$ cat config.mk
export PLATFORM = sky130hd
export DESIGN_NAME = action_collector_flat
export DESIGN_NICKNAME = d
export VERILOG_FILES = /design/src/rtl/action_collector_if.sv /design/src/rtl/action_collector.sv /design/src/flat_wrapper.sv
export SDC_FILE = /design/constraint.sdc
export NUM_CORES = 1
export LEC_CHECK = 0
export CAP_MARGIN = 20
export CORE_MARGIN = 8
export CORE_UTILIZATION = 28
export CTS_CLUSTER_SIZE = 10
export DETAILED_ROUTE_END_ITERATION = 12
export GPL_TIMING_DRIVEN = 0
export MAX_ROUTING_LAYER = met4
export PLACE_DENSITY_LB_ADDON = 0.2
export SKIP_LAST_GASP = 1
export SLEW_MARGIN = 20
export SYNTH_ARGS = -nofsm -noshare
export SYNTH_HDL_FRONTEND = slang
export SYNTH_SLANG_ARGS = --single-unit
$ cat constraint.sdc
create_clock -name clk -period 1.5 [get_ports clk]
set_clock_uncertainty 0.05 [all_clocks]
set_input_delay 0.225 -clock clk [delete_from_list [all_inputs] [get_ports clk]]
set_output_delay 0.225 -clock clk [all_outputs]
set_load 0.02 [all_outputs]
$ cat src/rtl/action_collector_if.sv
// Player/game-core handshake bundle for action_collector.
// The DUT side uses modport slave; the player/bench side uses modport master.
interface action_collector_if;
  logic [2:0] p1Action;
  logic       p1Valid;
  logic       p1Ready;
  logic [2:0] p2Action;
  logic       p2Valid;
  logic       p2Ready;
  logic       gameOver;
  logic [2:0] action1;
  logic [2:0] action2;
  logic       actionEnable;
  logic [7:0] roundCount;
  logic       timeoutFlag;

  modport slave (
    input  p1Action, p1Valid, p2Action, p2Valid, gameOver,
    output p1Ready, p2Ready, action1, action2, actionEnable, roundCount, timeoutFlag
  );

  modport master (
    output p1Action, p1Valid, p2Action, p2Valid, gameOver,
    input  p1Ready, p2Ready, action1, action2, actionEnable, roundCount, timeoutFlag
  );
endinterface

$ cat src/rtl/action_collector.sv
// action_collector: pairs one commit from each player, then issues the pair to
// the game core as an actionEnable pulse followed by a cooldown window.
// Optional feature macro ACTION_TIMEOUT_EN: auto-fills a missing commit with
// the no-op code after TIMEOUT_CYCLES and pulses timeoutFlag.
module action_collector #(
  parameter int unsigned TIMEOUT_CYCLES  = 16,
  parameter int unsigned ENABLE_CYCLES   = 1,
  parameter int unsigned COOLDOWN_CYCLES = 2
) (
  input  logic                clk,
  input  logic                resetGame,
  action_collector_if.slave   bus
);

  localparam int unsigned ACT_W    = 3;
  localparam int unsigned RND_W    = 8;
  localparam int unsigned CNT_MAX0 = (ENABLE_CYCLES > COOLDOWN_CYCLES) ? ENABLE_CYCLES : COOLDOWN_CYCLES;
  localparam int unsigned CNT_MAX  = (TIMEOUT_CYCLES > CNT_MAX0) ? TIMEOUT_CYCLES : CNT_MAX0;
  localparam int unsigned CNT_W    = (CNT_MAX < 2) ? 1 : $clog2(CNT_MAX);

  localparam logic [CNT_W-1:0] EN_LAST = CNT_W'(ENABLE_CYCLES - 1);
  localparam logic [CNT_W-1:0] CD_LAST = CNT_W'(COOLDOWN_CYCLES - 1);
`ifdef ACTION_TIMEOUT_EN
  localparam logic [CNT_W-1:0] TO_LAST = CNT_W'(TIMEOUT_CYCLES - 1);
`endif

  typedef enum logic [1:0] {
    S_COLLECT  = 2'd0,
    S_ISSUE    = 2'd1,
    S_COOLDOWN = 2'd2,
    S_HALT     = 2'd3
  } state_e;

  state_e             state_q, state_d;
  logic               full1_q, full1_d;
  logic               full2_q, full2_d;
  logic [ACT_W-1:0]   slot1_q, slot1_d;
  logic [ACT_W-1:0]   slot2_q, slot2_d;
  logic [ACT_W-1:0]   act1_q, act1_d;
  logic [ACT_W-1:0]   act2_q, act2_d;
  logic               en_q, en_d;
  logic [RND_W-1:0]   round_q, round_d;
  logic               tflag_q, tflag_d;
  logic [CNT_W-1:0]   cnt_q, cnt_d;
  logic               rdy1_q, rdy1_d;
  logic               rdy2_q, rdy2_d;
  logic               issue;
  logic               acc1, acc2;

  // A commit lands only when the registered ready was high; no buffering otherwise.
  assign acc1 = bus.p1Valid & rdy1_q;
  assign acc2 = bus.p2Valid & rdy2_q;

  // Next-state and registered-output computation.
  always_comb begin
    state_d = state_q;
    full1_d = full1_q;
    full2_d = full2_q;
    slot1_d = slot1_q;
    slot2_d = slot2_q;
    act1_d  = act1_q;
    act2_d  = act2_q;
    en_d    = en_q;
    round_d = round_q;
    tflag_d = 1'b0;
    cnt_d   = cnt_q;
    issue   = 1'b0;

    if (bus.gameOver) begin
      // Game over aborts everything; issued actions and round count are kept.
      state_d = S_HALT;
      full1_d = 1'b0;
      full2_d = 1'b0;
      en_d    = 1'b0;
      cnt_d   = '0;
    end else begin
      unique case (state_q)
        S_COLLECT: begin
          if (acc1) begin
            full1_d = 1'b1;
            slot1_d = bus.p1Action;
          end
          if (acc2) begin
            full2_d = 1'b1;
            slot2_d = bus.p2Action;
          end
          if (full1_d && full2_d) begin
            issue  = 1'b1;
            act1_d = slot1_d;
            act2_d = slot2_d;
          end
`ifdef ACTION_TIMEOUT_EN
          else if (full1_d ^ full2_d) begin
            // Timer restarts on the first commit and runs while one slot waits.
            if (acc1 || acc2) begin
              cnt_d = '0;
            end else if (cnt_q == TO_LAST) begin
              issue   = 1'b1;
              tflag_d = 1'b1;
              act1_d  = full1_q ? slot1_q : '0;
              act2_d  = full2_q ? slot2_q : '0;
            end else begin
              cnt_d = cnt_q + CNT_W'(1);
            end
          end
`endif
          if (issue) begin
            state_d = S_ISSUE;
            en_d    = 1'b1;
            round_d = round_q + RND_W'(1);
            cnt_d   = '0;
            full1_d = 1'b0;
            full2_d = 1'b0;
          end
        end
        S_ISSUE: begin
          if (cnt_q == EN_LAST) begin
            en_d    = 1'b0;
            cnt_d   = '0;
            state_d = (COOLDOWN_CYCLES == 0) ? S_COLLECT : S_COOLDOWN;
          end else begin
            cnt_d = cnt_q + CNT_W'(1);
          end
        end
        S_COOLDOWN: begin
          if (cnt_q == CD_LAST) begin
            cnt_d   = '0;
            state_d = S_COLLECT;
          end else begin
            cnt_d = cnt_q + CNT_W'(1);
          end
        end
        S_HALT: begin
          state_d = S_COLLECT;
        end
        default: begin
          state_d = S_COLLECT;
        end
      endcase
    end

    // Ready is registered, so it reflects the state being entered.
    rdy1_d = (state_d == S_COLLECT) && !full1_d;
    rdy2_d = (state_d == S_COLLECT) && !full2_d;
  end

  // State and output registers with synchronous reset.
  always_ff @(posedge clk) begin
    if (resetGame) begin
      state_q <= S_COLLECT;
      full1_q <= 1'b0;
      full2_q <= 1'b0;
      slot1_q <= '0;
      slot2_q <= '0;
      act1_q  <= '0;
      act2_q  <= '0;
      en_q    <= 1'b0;
      round_q <= '0;
      tflag_q <= 1'b0;
      cnt_q   <= '0;
      rdy1_q  <= 1'b0;
      rdy2_q  <= 1'b0;
    end else begin
      state_q <= state_d;
      full1_q <= full1_d;
      full2_q <= full2_d;
      slot1_q <= slot1_d;
      slot2_q <= slot2_d;
      act1_q  <= act1_d;
      act2_q  <= act2_d;
      en_q    <= en_d;
      round_q <= round_d;
      tflag_q <= tflag_d;
      cnt_q   <= cnt_d;
      rdy1_q  <= rdy1_d;
      rdy2_q  <= rdy2_d;
    end
  end

  assign bus.p1Ready      = rdy1_q;
  assign bus.p2Ready      = rdy2_q;
  assign bus.action1      = act1_q;
  assign bus.action2      = act2_q;
  assign bus.actionEnable = en_q;
  assign bus.roundCount   = round_q;
  assign bus.timeoutFlag  = tflag_q;

endmodule

$ cat src/flat_wrapper.sv
// flat-port wrapper written by rule: the top's interface ports become plain ports
module action_collector_flat 
#(
  parameter int unsigned TIMEOUT_CYCLES  = 16,
  parameter int unsigned ENABLE_CYCLES   = 1,
  parameter int unsigned COOLDOWN_CYCLES = 2
)
  (clk, resetGame, bus_p1Action, bus_p1Valid, bus_p2Action, bus_p2Valid, bus_gameOver, bus_p1Ready, bus_p2Ready, bus_action1, bus_action2, bus_actionEnable, bus_roundCount, bus_timeoutFlag);
  action_collector_if bus_i ();
  input  logic clk;
  input  logic resetGame;
  input wire logic [$bits(bus_i.p1Action)-1:0] bus_p1Action;
  input wire logic [$bits(bus_i.p1Valid)-1:0] bus_p1Valid;
  input wire logic [$bits(bus_i.p2Action)-1:0] bus_p2Action;
  input wire logic [$bits(bus_i.p2Valid)-1:0] bus_p2Valid;
  input wire logic [$bits(bus_i.gameOver)-1:0] bus_gameOver;
  output wire logic [$bits(bus_i.p1Ready)-1:0] bus_p1Ready;
  output wire logic [$bits(bus_i.p2Ready)-1:0] bus_p2Ready;
  output wire logic [$bits(bus_i.action1)-1:0] bus_action1;
  output wire logic [$bits(bus_i.action2)-1:0] bus_action2;
  output wire logic [$bits(bus_i.actionEnable)-1:0] bus_actionEnable;
  output wire logic [$bits(bus_i.roundCount)-1:0] bus_roundCount;
  output wire logic [$bits(bus_i.timeoutFlag)-1:0] bus_timeoutFlag;
  assign bus_i.p1Action = bus_p1Action;
  assign bus_i.p1Valid = bus_p1Valid;
  assign bus_i.p2Action = bus_p2Action;
  assign bus_i.p2Valid = bus_p2Valid;
  assign bus_i.gameOver = bus_gameOver;
  assign bus_p1Ready = bus_i.p1Ready;
  assign bus_p2Ready = bus_i.p2Ready;
  assign bus_action1 = bus_i.action1;
  assign bus_action2 = bus_i.action2;
  assign bus_actionEnable = bus_i.actionEnable;
  assign bus_roundCount = bus_i.roundCount;
  assign bus_timeoutFlag = bus_i.timeoutFlag;
  action_collector #(.TIMEOUT_CYCLES(TIMEOUT_CYCLES), .ENABLE_CYCLES(ENABLE_CYCLES), .COOLDOWN_CYCLES(COOLDOWN_CYCLES)) u_core (.clk(clk), .resetGame(resetGame), .bus(bus_i));
endmodule
==> run_results.csv <==
group,metric,value,unit
setup_path,crit_fanout,7,
clock_tree,cts.path.max_buffers,2,
hold_path,hold_path_startpoint,"bus_p1Valid",
yosys,ys_warn_count,0,
die,fp.dieW,92.7,microns
sta,tightest_slew,0.627,ns
setup_path,regToRegEndpoint,"u_core.bus.roundCount[7]",
pwr,powerDensity,785,mW/mm^2
die,chipHeight,92.7,microns
yosys,syn_inst,182,
sta,setup_viol,3,
pwr,switchingPower,0.000485,W
yosys,synth_top_area_share,37.7,%
drt,drc,0,
die,core_area,0.00582,sq mm
global_route,grt_max_degree,11,
outcome,outcome,"complete, but fails checks",
drt,dr.pass1.iters,4,
die,initial_core_util,28.3,%
yosys,synth_area,0.00165,sq mm
layout,n_antenna_cell,0,
sta,slew_headroom,58.2,%
die,pin_count,29,
yosys,synth_area_leaders,"dfxtp_1 38%, ha_1 6.1%, nor2_1 5.5%, nand3_1 4.9%, mux2i_1 4.3%",
setup_path,required,1.62,ns
yosys,synth_enable_flop_cells,0,
outcome,violations,"negative setup slack",
pwr,vdd_ir_drop_max,0.000291,V
sta,fin_tns_setup,-0.0859,ns
drt,routed-wl-met3,170,microns
job,drv_cap,0,
drt,num_vias,1402,
pwr,power,0.00179,W
drt,viasPerCell,4.74,
drt,routed_wl,3970,microns
clock_tree,cts_tree,"yes",
drt,wl_met2,1910,microns
sta,fmax,640,MHz
sta,min_period,1.56,ns
pwr,pwr-share-comb,15.2,%
clock_tree,ctsHoldBuffers,0,
yosys,ys.flop_type,"dfxtp_1",
clock_tree,cts-root-buf,"clkbuf_8",
yosys,synth_seq_cells,31,
placed_design,placed_cells,282,
pwr,leakage,0.993,nW
setup_path,ff2ff_path_depth,6,
setup_path,arrival,1.68,ns
clock_tree,cts_buffers,5,
global_route,first_global_vias,1364,
pwr,switching_share,27.0,%
clock_tree,numClockSinks,31,
yosys,yosysTopAreaCell,"dfxtp_1",
sta,setup_ws,-0.0629,ns
drt,ant_nets,0,
sta,drv_slew,0,
hold_path,hold_end,"u_core.bus.action1[0]",
layout,stdcell_count,296,
pwr,seqPwrFrac,47.3,%
sta,hold_viol,0,
setup_path,criticalPathCategory,"reg2reg",
setup_path,crit_path_start_kind,"flip-flop",
drt,drt_iter0_markers,37,
die,dieArea,0.00858,sq mm
yosys,async_flop_share,0,%
global_route,grtUsageTotal,9.65,%
setup_path,timing.rr.start,"u_core.state_q[1]",
placed_design,place.gp.congestion,0.735,
yosys,yosysSeqAreaShare,37.7,%
hold_path,min_path_cells,3,
hold_path,hp-class,"in2reg",
layout,final_nets,240,
layout,fin_util,39.3,%
setup_path,end_kind,"flip-flop",
clock_tree,clk_pin_slew,0.07,ns
global_route,grt_pass1_wl,6580,microns
setup_path,r2r_slack,-0.06,ns
sta,fin_crit_sh,104,%
die,rows,28,
global_route,antenna_found_initial,0,
pwr,p_clk_share,37.5,%
sta,rsz0062_at_grt,"yes",
layout,drive_gt1_share,26.2,%
layout,area_growth,38.9,%
clock_tree,cts_max_level,2,
drt,avgRoutedWirePerCell,13.4,microns
clock_tree,clock_latency,0.27,ns
placed_design,dp_hpwl,2800,microns
drt,highest_layer,"met4",
global_route,gr-total-overflow,0,
yosys,synth_nets,201,
yosys,synth.avg_cell_area,9.04,sq um
yosys,synth.distinct_cells,44,
drt,drt-met1-wl,1840,microns
placed_design,io_buffers,25,
pwr,internal-power,0.00131,W
==> placed cells by master, fill, tap and decap left out, drive strengths merged, types with 2 or more instances in the layout <==
cell type,netlist,layout
a21o,2,2
a21oi,6,6
a311oi,6,6
a31oi,4,4
and2,2,2
buf,6,13
clkbuf,4,10
clkdlybuf4s50,0,8
dfxtp,31,31
dlygate4sd2,0,13
dlymetal6s2s,0,4
ha,8,8
inv,6,6
mux2i,7,7
nand2,11,11
nand2b,3,3
nand3,16,16
nand4,4,4
nand4b,3,3
nor2,26,26
nor2b,5,5
nor3,2,2
nor4,4,4
o211ai,3,3
o21ai,3,3
o32ai,2,2
xnor2,5,5
==> power by group through the flow <==
stage | Combinational, W | Clock, W | Sequential [W]
floorplan | 0.000155 | 0 | 0.000872
global placement | 0.000242 | 0 | 0.000866
detailed placement | 0.000241 | 0 | 0.000867
CTS | 0.000252 | 0.000699 | 0.000847
global route | 0.000298 | 0.000729 | 0.000850
finish | 0.000273 | 0.000673 | 0.000849
==> metrics by stage <==
step	hold slack, ns	cell area (sq um)	setup slack [ns]
floorplan	0.296	1660	-0.0221
global placement	0.415	2010	-0.477
detailed placement	0.407	2010	-0.495
CTS	0.210	2140	-0.0875
global route	0.241	2290	-0.140
finish	0.236	2290	-0.0629
==> critical path: stages (launching register included) <==
cell      delay (ns)
dfxtp_4         0.37
inv_4           0.06
ha_4            0.18
nand4b_1        0.15
nor4_4          0.20
nand3_1         0.14
mux2_4          0.30
==> worst max-delay path by stage <==
stage	from	slack [ns]	cells past startpoint	end
2_1_floorplan	u_core.state_q[1]	-0.02	6	u_core.bus.roundCount[7]
3_3_place_gp	bus_gameOver	-0.48	6	u_core.bus.roundCount[1]
3_5_place_dp	bus_gameOver	-0.50	5	u_core.bus.roundCount[7]
4_1_cts	u_core.state_q[0]	-0.09	6	u_core.bus.roundCount[7]
5_1_grt	u_core.state_q[0]	-0.14	6	u_core.bus.roundCount[7]
6_report	u_core.state_q[1]	-0.06	6	u_core.bus.roundCount[7]
==> flip-flops by register name, indices dropped and copies added (netlist names), 2 cells and up <==
register	count
u_core.cnt_q	4
u_core.state_q	2
u_core.slot2_q	3
u_core.slot1_q	3
u_core.bus.action2	3
u_core.bus.roundCount	8
u_core.bus.action1	3
==> layer usage <==
layer  global-route usage (%)  up-vias
met2                     14.5       25
met4                     4.03        0
met3                     2.59        2
li1                         -      725
met1                     11.9      650
met5                        -        -
==> Yosys cell counts, types with 5 or more instances <==
cell type	count
dfxtp_1	31
nor2_1	24
nand3_1	16
nand2_1	11
ha_1	8
mux2i_1	7
inv_1	6
nor2b_1	5
xnor2_1	5
==> final cells by class <==
type,instances,area (sq um)
flip-flops and latches,31,631
clock buffers,6,82.6
well taps,75,93.8
repair buffers,32,315
fillers,625,3530
plain buffers,10,73.8
clock inverters,1,5.00
inverters,6,25.0
multi-input cells,135,1060
==> what timing repair did <==
item                       4_1_cts  5_1_grt
gates resized for setup         21       34
setup buffers                    4        2
pin swaps                        4        8
cloned                           1        0
setup endpoints to repair       37       32
==> kinds of logic (layout without fill, tap and decap cells) <==
logic type / Yosys count / after routing / share of synthesized area [%]
AO/OA/AOI/OAI: 33 / 33 / 16.3
XOR/XNOR: 6 / 6 / 3.19
adder cells (fa/ha/maj): 8 / 8 / 6.08
buffers and inverters: 16 / 55 / 5.47
flip-flops: 31 / 31 / 37.7
multiplexers: 8 / 8 / 5.17
other: 1 / 1 / 0.228
AND/OR/NAND/NOR: 79 / 79 / 25.8
No activity file was read; power rests on OpenSTA's default activity.
